### config.mk
export PLATFORM = sky130hd
export DESIGN_NAME = pipeline_sequencer
export DESIGN_NICKNAME = d
export VERILOG_FILES = /design/src/rtl/pipeline_sequencer.sv
export SDC_FILE = /design/constraint.sdc
export NUM_CORES = 1
export LEC_CHECK = 0
export ABC_CLOCK_PERIOD_IN_PS = 3900
export CORE_ASPECT_RATIO = 2
export CORE_MARGIN = 2
export CORE_UTILIZATION = 25
export DETAILED_ROUTE_END_ITERATION = 12
export GPL_TIMING_DRIVEN = 0
export SLEW_MARGIN = 20
export SYNTH_ARGS = -nofsm -noshare
export SYNTH_HDL_FRONTEND = slang
export SYNTH_SLANG_ARGS = --single-unit
### constraint.sdc
create_clock -name clk_i -period 3.9 [get_ports clk_i]
set_input_delay 0.78 -clock clk_i [delete_from_list [all_inputs] [get_ports clk_i]]
set_output_delay 0.78 -clock clk_i [all_outputs]
set_load 0.005 [all_outputs]
### src/rtl/pipeline_sequencer.sv
// ---------------------------------------------------------------------------
// pipeline_sequencer
//   Sequences a 5-stage pipeline around the decode control unit. The core is
//   held idle until start_i, then the block drives PC / pipeline-register
//   enables, bubbles and flushes for data-memory wait states, load-use hazards
//   and taken branches. A memory access that waits too long traps into a
//   sticky ERROR state. A saturating counter tallies stall cycles.
//
// Parameters
//   MEM_TIMEOUT  max cycles spent in MEM_WAIT before ERROR (>= 1)
//   CNT_W        width of stall_cnt_o
//
// Ports
//   clk_i           clock, rising edge
//   rst_i           asynchronous active-low reset
//   start_i         run request, honoured in IDLE only
//   ID_Op_i         opcode of the instruction in ID
//   ID_Rs1_i        rs1 of the instruction in ID
//   ID_Rs2_i        rs2 of the instruction in ID
//   ID_BrTaken_i    branch in ID resolved taken
//   EX_MemRead_i    instruction in EX is a load
//   EX_Rd_i         rd of the instruction in EX
//   MEM_Access_i    instruction in MEM is a load/store
//   mem_ack_i       data memory completes the access this cycle
//   mem_req_o       data memory request
//   PCWrite_o       PC update enable
//   IFID_Write_o    IF/ID register enable
//   IFID_Flush_o    IF/ID clear to NOP
//   IDEX_Bubble_o   ID/EX loads control zeros
//   EXMEM_Write_o   EX/MEM register enable
//   MEMWB_Bubble_o  MEM/WB loads control zeros
//   err_o           sticky memory-timeout error
//   stall_cnt_o     cycles with PCWrite_o=0 while in RUN or MEM_WAIT
// ---------------------------------------------------------------------------
module pipeline_sequencer #(
    parameter int unsigned MEM_TIMEOUT = 16,
    parameter int unsigned CNT_W       = 32
) (
    input  logic             clk_i,
    input  logic             rst_i,
    input  logic             start_i,
    input  logic [6:0]       ID_Op_i,
    input  logic [4:0]       ID_Rs1_i,
    input  logic [4:0]       ID_Rs2_i,
    input  logic             ID_BrTaken_i,
    input  logic             EX_MemRead_i,
    input  logic [4:0]       EX_Rd_i,
    input  logic             MEM_Access_i,
    input  logic             mem_ack_i,
    output logic             mem_req_o,
    output logic             PCWrite_o,
    output logic             IFID_Write_o,
    output logic             IFID_Flush_o,
    output logic             IDEX_Bubble_o,
    output logic             EXMEM_Write_o,
    output logic             MEMWB_Bubble_o,
    output logic             err_o,
    output logic [CNT_W-1:0] stall_cnt_o
);

    // Wide enough to hold MEM_TIMEOUT-1 for every legal MEM_TIMEOUT >= 1.
    localparam int unsigned WCNT_W = $clog2(MEM_TIMEOUT) + 1;
    localparam logic [WCNT_W-1:0] WCNT_LAST = WCNT_W'(MEM_TIMEOUT - 1);

    localparam logic [6:0] OP_RTYPE  = 7'b0110011;
    localparam logic [6:0] OP_STORE  = 7'b0100011;
    localparam logic [6:0] OP_BRANCH = 7'b1100011;

    typedef enum logic [1:0] {
        IDLE     = 2'd0,
        RUN      = 2'd1,
        MEM_WAIT = 2'd2,
        ERROR    = 2'd3
    } state_t;

    state_t             state_q, state_d;
    logic [WCNT_W-1:0]  wcnt_q, wcnt_d;
    logic [CNT_W-1:0]   stall_cnt_q, stall_cnt_d;

    logic active;
    logic uses_rs2;
    logic mem_stall;
    logic load_use;

    assign active   = (state_q == RUN) || (state_q == MEM_WAIT);

    // Only R-type, store and branch formats actually read rs2.
    assign uses_rs2 = (ID_Op_i == OP_RTYPE) || (ID_Op_i == OP_STORE) ||
                      (ID_Op_i == OP_BRANCH);

    // A zero-wait access (ack in the request cycle) never freezes the pipe.
    assign mem_stall = (((state_q == RUN) && MEM_Access_i) || (state_q == MEM_WAIT))
                       && !mem_ack_i;

    assign load_use = EX_MemRead_i && (EX_Rd_i != 5'd0) &&
                      ((EX_Rd_i == ID_Rs1_i) || ((EX_Rd_i == ID_Rs2_i) && uses_rs2));

    // ---------------------------------------------------------------- state
    always_ff @(posedge clk_i or negedge rst_i) begin
        if (!rst_i) begin
            state_q <= IDLE;
        end else begin
            state_q <= state_d;
        end
    end

    // ----------------------------------------------------------- next state
    always_comb begin
        state_d = state_q;
        unique case (state_q)
            IDLE: begin
                if (start_i) begin
                    state_d = RUN;
                end
            end
            RUN: begin
                if (MEM_Access_i && !mem_ack_i) begin
                    state_d = MEM_WAIT;
                end
            end
            MEM_WAIT: begin
                // An ack on the final allowed cycle still completes normally.
                if (mem_ack_i) begin
                    state_d = RUN;
                end else if (wcnt_q == WCNT_LAST) begin
                    state_d = ERROR;
                end
            end
            ERROR: begin
                state_d = ERROR;
            end
            default: begin
                state_d = IDLE;
            end
        endcase
    end

    // -------------------------------------------------------------- outputs
    always_comb begin
        mem_req_o      = 1'b0;
        PCWrite_o      = 1'b0;
        IFID_Write_o   = 1'b0;
        IFID_Flush_o   = 1'b0;
        IDEX_Bubble_o  = 1'b1;
        EXMEM_Write_o  = 1'b0;
        MEMWB_Bubble_o = 1'b1;
        err_o          = (state_q == ERROR);

        if (active) begin
            mem_req_o      = (state_q == MEM_WAIT) || MEM_Access_i;
            PCWrite_o      = 1'b1;
            IFID_Write_o   = 1'b1;
            EXMEM_Write_o  = 1'b1;
            IDEX_Bubble_o  = 1'b0;
            MEMWB_Bubble_o = 1'b0;

            if (mem_stall) begin
                // Whole front end frozen; ID/EX contents are kept because
                // EX/MEM is not written, so no bubble is inserted there.
                PCWrite_o      = 1'b0;
                IFID_Write_o   = 1'b0;
                EXMEM_Write_o  = 1'b0;
                MEMWB_Bubble_o = 1'b1;
            end else if (load_use) begin
                PCWrite_o      = 1'b0;
                IFID_Write_o   = 1'b0;
                IDEX_Bubble_o  = 1'b1;
            end else if (ID_BrTaken_i) begin
                IFID_Flush_o   = 1'b1;
            end
        end
    end

    // ------------------------------------------------------------- counters
    always_comb begin
        wcnt_d = wcnt_q;
        if ((state_q == RUN) && (state_d == MEM_WAIT)) begin
            wcnt_d = '0;
        end else if ((state_q == MEM_WAIT) && !mem_ack_i && (wcnt_q != WCNT_LAST)) begin
            wcnt_d = wcnt_q + WCNT_W'(1);
        end
    end

    always_comb begin
        stall_cnt_d = stall_cnt_q;
        if (active && !PCWrite_o && (stall_cnt_q != '1)) begin
            stall_cnt_d = stall_cnt_q + CNT_W'(1);
        end
    end

    always_ff @(posedge clk_i or negedge rst_i) begin
        if (!rst_i) begin
            wcnt_q      <= '0;
            stall_cnt_q <= '0;
        end else begin
            wcnt_q      <= wcnt_d;
            stall_cnt_q <= stall_cnt_d;
        end
    end

    assign stall_cnt_o = stall_cnt_q;

endmodule

==> reports/metrics.sh, run 1 <==
ANTENNADIODECOUNT=0
SYN_AREA_PER_CELL_UM2=9.780
YOSYSUNIQUECELLTYPES=41
LAYOUT-DRIVE-GT1-SHARE_PCT=7.516
SYNTH_AREA_LEADERS='sky130_fd_sc_hd__dfrtp_1 (44%), sky130_fd_sc_hd__xor2_1 (13%), sky130_fd_sc_hd__nor2_1 (4.7%)'
PATH_DELAY_FAMILY='buffers and inverters'
R2R_END='stall_cnt_o[1]'
HOLDCRITPATHCLASS='input port to async pin'
LAYOUT.NETS=341
YOSYS.AREA.TOP_TYPE='sky130_fd_sc_hd__dfrtp_1'
IOS=69
WORSTMARGINPINSLEW_NS=0.8038
CTS_TREE='built'
CRIT_PATH_REQUIRED_TIME_NS=3.12
SYNTH_SEQUENTIAL_AREA_RATIO_PCT=43.58
PLACEMENT.IO_BUFFERS=68
REG2REG_SETUP_SLACK_NS=1.24
REPORT.FINAL.SETUP_VIOL=0
NUMBER_OF_MAX_SLEW_VIOLATIONS_IN_THE_FINAL_REPORT=0
POST_SYNTH_INST_COUNT=229
CRITICAL_PATH_PEAK_FANOUT=4
YOSYS_REGISTER_BITS=39
MAPPEDNETLISTNETS=265
CRIT_TYPE='input port to primary output'
RUN_STATUS='finished clean'
WORST_R2R_STARTPOINT='stall_cnt_o[0]'
FINALCLOCKSKEW_NS=0.008217
ROOT_BUFFER='sky130_fd_sc_hd__clkbuf_16'
TIMING.CRITICAL_PATH.ARRIVAL_NS=2.97
CTS.PATH.MAX_BUFFERS=2
DRT_WL_TOTAL_MM=5.679
FLOORPLAN.INITIALDENSITY_PCT=25.90
CTS.SINKS=39
TRITONCTS.NUM_BUFFERS=5
TIMING.CRITICAL_PATH.TO_TYPE='primary output'
P_LEAK_nW=1.443
WIRE_LENGTH_OF_THE_FIRST_GLOBAL_ROUTING_PASS_MM=9.459
DRV_CAP=0
DIEAREA_UM2=9777
GRT_REMAINING_OVERFLOW=0
YOSYS_WARNINGS=0
PLACE_HPWL_MM=4.413
DESIGN.CORE.AREA_UM2=8648
FINALWORSTSETUPSLACK_NS=0.1522
DIE_HEIGHT_UM=137.9
HOLD_VIOL=0
POST-ROUTE-PERIOD-UTIL_PCT=96.10
VIAS=1934
TOTAL_CHIP_POWER_mW=1.533
AREA_GROWTH_SYN_TO_LAYOUT_PCT=45.59
NFILLCELLS=913
FINAL.MIN_CLOCK_PERIOD_NS=3.748
HTREEDEPTH=2
CRIT_PATH_CELL_TRACE='clkdlybuf4s50_1 > xor2_1 > a2111oi_2 > nand4_1 > a21oi_4 > nor2_1 > and2_1 > clkdlybuf4s50_1'
SYNTH.TOP_CELL.AREA_SHARE_PCT=43.58
GRT_SETUP_UNREPAIRED='false'
RELSLEWSLACK_PCT=46.30
ROUTE.DETAILED.VIAS_PER_INST=4.764
CTS.REPORTEDPATHS.CLKPINSLEW_NS=0.06
MINIMUM_SETUP_SLACK_AFTER_PLACEMENT_NS=0.04336
CPPEAKSTAGEDELAY_NS=0.47
SYN_AREA_UM2=2240
CLKLATENCYLATEPIN_NS=0.29
DIE_WIDTH_UM=70.93
NUMBER_OF_ANTENNA_VIOLATIONS_AT_THE_FIRST_CHECK_IN_GLOBAL_ROUTING=0
SLOWEST_STAGE='sky130_fd_sc_hd__clkdlybuf4s50_1'
MAX_FREQ_GHz=0.2668
DR.PASS1.ITERS=3
TNS_NS=0
WORST-PATH-BUF-INV=2
DRT_ITER0_DRCS=26
R2R.WORST_PATH.CELLS=8
POWER_DENSITY_nW_PER_UM2=470.3
DRC=0
GRT_MAX_DEGREE=31
VDD.IR_DROP.WORST_mV=0.3509
PLACEMENT_ROWS=48
CELL_TYPE_WITH_THE_HIGHEST_OCCURRENCE_COUNT_ON_THE_CRITICAL_PATH='sky130_fd_sc_hd__clkdlybuf4s50_1'
GP_ROUTABILITY_CONGESTION=0.7756
WL_PER_CELL_UM=13.99
VIA_COUNT_OF_THE_FIRST_GLOBAL_ROUTING_PASS=2003
ROUTE.ANTENNA.REMAINING_NETS=0
GLOBAL_ROUTE.USAGE.TOTAL_PCT=12.02
CRITICAL_PATH.STARTPOINT_TYPE='input port'
flip-flops by register name, indices dropped and copies added, names as in the netlist:
signal and flops:
wcnt_q 5, stall_cnt_o 32, state_q 2
synth_stat cells (all sizes together):
| cell type | count |
|---|---|
| dfrtp | 39 |
| or3 | 2 |
| a2111oi | 1 |
| mux2i | 1 |
| a31oi | 3 |
| xnor2 | 8 |
| o21ai | 2 |
| and3 | 4 |
| ha | 7 |
| mux2 | 1 |
| nor3 | 15 |
| nand3 | 16 |
| nor4b | 1 |
| o31a | 1 |
| or4 | 1 |
| a311o | 1 |
| a21boi | 1 |
| o32ai | 1 |
| nor4 | 4 |
| nand2b | 2 |
| a41oi | 1 |
| nand2 | 20 |
| nor2 | 28 |
| clkbuf | 1 |
| inv | 7 |
| xor2 | 34 |
| or2 | 2 |
| o21a | 1 |
| a21oi | 5 |
| nor3b | 3 |
| buf | 3 |
| nand4 | 7 |
| a211oi | 2 |
| and2 | 4 |
worst reg2reg max path, stage by stage (launching register included):
cell and delay (ns):
sky130_fd_sc_hd__dfrtp_1 0.41, sky130_fd_sc_hd__ha_1 0.19, sky130_fd_sc_hd__nand3_1 0.18, sky130_fd_sc_hd__nor4_4 0.46, sky130_fd_sc_hd__nand3_2 0.17, sky130_fd_sc_hd__o31a_1 0.41, sky130_fd_sc_hd__o21ai_4 0.17, sky130_fd_sc_hd__buf_6 0.22
sky130_fd_sc_hd__mux2_1 0.33
how the worst max path moves through the flow:
stage                          start           end  slack (ns)  cells after the start
after floorplan           EX_Rd_i[3]  IFID_Flush_o        1.21                      6
after global placement    EX_Rd_i[3]  IFID_Flush_o         0.1                      8
after detailed placement  EX_Rd_i[3]  IFID_Flush_o        0.04                      8
after CTS                 EX_Rd_i[3]  IFID_Flush_o        0.04                      8
after global routing      EX_Rd_i[1]  IFID_Flush_o       0.004                      7
final                     EX_Rd_i[3]  IFID_Flush_o        0.15                      8
logic make-up after synthesis:
| kind of cell | Yosys count | synth area share, % |
|---|---|---|
| AO/OA/AOI/OAI | 19 | 6.704 |
| XOR/XNOR | 42 | 16.42 |
| adder cells (fa/ha/maj) | 7 | 3.910 |
| buffers and inverters | 11 | 2.682 |
| flip-flops | 39 | 43.58 |
| multiplexers | 2 | 0.9497 |
| AND/OR/NAND/NOR | 109 | 25.75 |
cell type report:
cell class | instances | area (um2) | share of cell area [%]
Clock inverter | 3 | 67.56 | 2.072
Multi-Input combinational cell | 179 | 1211 | 37.14
Timing Repair Buffer | 69 | 695.7 | 21.34
Buffer | 4 | 33.78 | 1.036
Tap cell | 100 | 125.1 | 3.837
Sequential cell | 39 | 975.9 | 29.93
Clock buffer | 5 | 125.1 | 3.837
Inverter | 7 | 26.28 | 0.8058
power by group:
part | internal (mW) | switching [mW]
combinational | 0.273 | 0.235
clock | 0.366 | 0.166
sequential | 0.449 | 0.0451
per-stage QoR:
step | area (um2) | std cells | util (%) | hold WS [ns]
floorplan | 2240 | 229 | - | 0.4844
global placement | 3045 | 397 | 35.21 | 0.4840
detailed placement | 3060 | 398 | 35.39 | 0.4856
CTS | 3253 | 406 | 37.62 | 0.3598
global route | 3261 | 406 | 37.70 | 0.3696
finish | 3261 | 406 | 37.70 | 0.3529
per-layer routing:
layer	global-route usage, %	vias up	part of all wire, %
met2	22.12	52	53
li1	-	947	-
met3	2.398	5	6.0
met1	13.63	930	40
met4	4.088	0	1.3
met5	0	-	0
placed cells by master, fill, tap and decap left out, types with 6 or more instances in the layout:
master	synthesis	routed
sky130_fd_sc_hd__clkdlybuf4s50_1	0	67
sky130_fd_sc_hd__dfrtp_1	39	39
sky130_fd_sc_hd__ha_1	7	7
sky130_fd_sc_hd__inv_1	7	7
sky130_fd_sc_hd__nand2_1	20	20
sky130_fd_sc_hd__nand3_1	15	15
sky130_fd_sc_hd__nand4_1	6	6
sky130_fd_sc_hd__nor2_1	28	28
sky130_fd_sc_hd__nor3_1	14	14
sky130_fd_sc_hd__xnor2_1	8	8
sky130_fd_sc_hd__xor2_1	34	34
repair_timing:
| item | 4_1_cts | 5_1_grt |
|---|---|---|
| setup buffers | 0 | 0 |
| setup endpoints to repair | 0 | 2 |
| hold buffers | 0 | 0 |
| gates resized for setup | 0 | 2 |
Note: power is estimated with default switching activity, not from simulation.
==> run 2, diff against run 1 <==
--- a/config.mk
+++ b/config.mk
@@ -8,9 +8,10 @@
 export ABC_CLOCK_PERIOD_IN_PS = 3900
 export CORE_ASPECT_RATIO = 2
 export CORE_MARGIN = 2
-export CORE_UTILIZATION = 25
+export CORE_UTILIZATION = 50
 export DETAILED_ROUTE_END_ITERATION = 12
 export GPL_TIMING_DRIVEN = 0
+export PLACE_DENSITY = 0.85
 export SLEW_MARGIN = 20
 export SYNTH_ARGS = -nofsm -noshare
 export SYNTH_HDL_FRONTEND = slang
==> reports/metrics.sh, run 2 (synthesized netlist as in run 1, its figures left out) <==
TNS_NS=0
CTS.REPORTEDPATHS.CLKPINSLEW_NS=0.07
PLACEMENT_ROWS=34
DIEAREA_UM2=5063
WL_PER_CELL_UM=14.96
MAX_FREQ_GHz=0.2665
MOST-COMMON-LAYOUT-CELLS='sky130_fd_sc_hd__clkdlybuf4s50_1 (67), sky130_fd_sc_hd__dfrtp_1 (39), sky130_fd_sc_hd__xor2_1 (34), sky130_fd_sc_hd__nor2_1 (28), sky130_fd_sc_hd__nand2_1 (20)'
FLOORPLAN.INITIALDENSITY_PCT=51.61
WIRE_LENGTH_OF_THE_FIRST_GLOBAL_ROUTING_PASS_MM=9.004
CRITICAL_PATH_PEAK_FANOUT=4
LARGEST_REG_FLOPS=32
TIMING.CRITICAL_PATH.ARRIVAL_NS=2.97
DESIGN.CORE.AREA_UM2=4339
DR.PASS1.ITERS=4
GRT_REMAINING_OVERFLOW=0
POWER_DENSITY_nW_PER_UM2=425.5
TRITONCTS.NUM_BUFFERS=5
FINAL.MIN_CLOCK_PERIOD_NS=3.752
IOS=69
RELSLEWSLACK_PCT=49.37
RUN_STATUS='finished clean'
P_LEAK_nW=1.405
GRT_MAX_DEGREE=34
DIE_WIDTH_UM=51.33
CRIT_PATH_REQUIRED_TIME_NS=3.12
HTREEDEPTH=2
LAYOUT-DRIVE-GT1-SHARE_PCT=6.885
POST_CTS.REPAIR.SETUP_BUFFERS=0
CTS_TREE='built'
DRC=0
GLOBAL_ROUTE.USAGE.TOTAL_PCT=23.19
PLACE_HPWL_MM=4.193
ROUTE.DETAILED.VIAS_PER_INST=5.407
CRIT_PATH_CELL_TRACE='clkdlybuf4s50_1 > xor2_1 > a2111oi_2 > nand4_1 > a21oi_4 > nor2_1 > and2_1 > clkdlybuf4s50_1'
ANTENNADIODECOUNT=0
DRT_WL_TOTAL_MM=5.370
CTS.SINKS=39
REPORT.FINAL.SETUP_VIOL=0
VIAS=1941
GRT_SETUP_UNREPAIRED='false'
LAYOUT.NETS=341
GP_ROUTABILITY_CONGESTION=0.8516
VIA_COUNT_OF_THE_FIRST_GLOBAL_ROUTING_PASS=2072
FINAL_COMMON_CELL='sky130_fd_sc_hd__clkdlybuf4s50_1'
CELL_TYPE_WITH_THE_HIGHEST_OCCURRENCE_COUNT_ON_THE_CRITICAL_PATH='sky130_fd_sc_hd__clkdlybuf4s50_1'
PATH_DELAY_FAMILY='buffers and inverters'
NFILLCELLS=340
DRV_CAP=0
VDD.IR_DROP.WORST_mV=0.3929
POST-ROUTE-PERIOD-UTIL_PCT=96.20
FINALCLOCKSKEW_NS=0.002658
HOLD_VIOL=0
CRIT_TYPE='input port to primary output'
ROUTE.ANTENNA.REMAINING_NETS=0
PLACEMENT.IO_BUFFERS=68
SLOWEST_STAGE='sky130_fd_sc_hd__clkdlybuf4s50_1'
AREA_GROWTH_SYN_TO_LAYOUT_PCT=38.99
CLKLATENCYLATEPIN_NS=0.29
TIMING.CRITICAL_PATH.FROM='EX_Rd_i[3]'
CRITICAL_PATH.STARTPOINT_TYPE='input port'
NUMBER_OF_MAX_SLEW_VIOLATIONS_IN_THE_FINAL_REPORT=0
TOTAL_CHIP_POWER_mW=1.325
WORST-PATH-BUF-INV=2
NUMBER_OF_ANTENNA_VIOLATIONS_AT_THE_FIRST_CHECK_IN_GLOBAL_ROUTING=0
WORST_R2R_STARTPOINT='stall_cnt_o[0]'
CTS.HOLD.BUFFERS_ADDED=0
WORSTMARGINPINSLEW_NS=0.7578
CPPEAKSTAGEDELAY_NS=0.48
CTS.PATH.MAX_BUFFERS=2
DIE_HEIGHT_UM=98.65
HOLDCRITPATHCLASS='input port to async pin'
ROOT_BUFFER='sky130_fd_sc_hd__clkbuf_8'
POST_CTS_RESIZED=0
TIMING.CRITICAL_PATH.TO_TYPE='primary output'
DRT_ITER0_DRCS=68
[run 2: cell count changes in the layout (fill, tap and decap cells not counted), sizes merged]
| cell | previous run | this run |
|---|---|---|
| bufinv | 2 | 1 |
| clkbuf | 6 | 7 |
| clkinvlp | 1 | 0 |
[run 2: worst paths after layout]
kind                              endpoint  slack [ns]  cells past startpoint
max reg2reg                 stall_cnt_o[1]        1.28                      8
max                           IFID_Flush_o        0.15                      8
min in group clk_i         stall_cnt_o[12]        0.50                      1
min                        stall_cnt_o[12]        0.32                      1
min reg2reg                stall_cnt_o[12]        0.50                      1
max in group asynchronous  stall_cnt_o[20]        3.16                      2
[run 2: cell type report]
cell class	count	area, um2	share of cell area, %
well taps	54	67.56	2.170
plain buffers	4	33.78	1.085
repair buffers	69	695.7	22.35
flip-flops and latches	39	975.9	31.35
inverters	7	26.28	0.8441
clock buffers	6	72.57	2.331
multi-input cells	179	1211	38.91
clock inverters	1	30.03	0.9646
[run 2: where the power goes]
part | switching, mW | leakage, nW | internal [mW]
combinational | 0.236 | 0.826 | 0.274
sequential | 0.0439 | 0.528 | 0.448
clock | 0.135 | 0.0513 | 0.187
[run 2: stage by stage]
stage	instances	instance area (um2)	util (%)	hold WS [ns]	setup WS [ns]
2_1_floorplan	229	2240	-	0.4844	1.211
3_3_place_gp	351	2988	68.86	0.4872	0.1352
3_5_place_dp	352	3003	69.20	0.4935	0.07551
4_1_cts	359	3105	71.57	0.3177	0.07057
5_1_grt	359	3113	71.74	0.3251	0.02240
6_report	359	3113	71.74	0.3221	0.1483
[run 2: per-layer routing]
| layer | share of wire, % | track usage (%) |
|---|---|---|
| met1 | 36 | 23.54 |
| met5 | 0 | 0 |
| met4 | 1.9 | 10.32 |
| met3 | 5.5 | 4.394 |
| met2 | 57 | 43.66 |
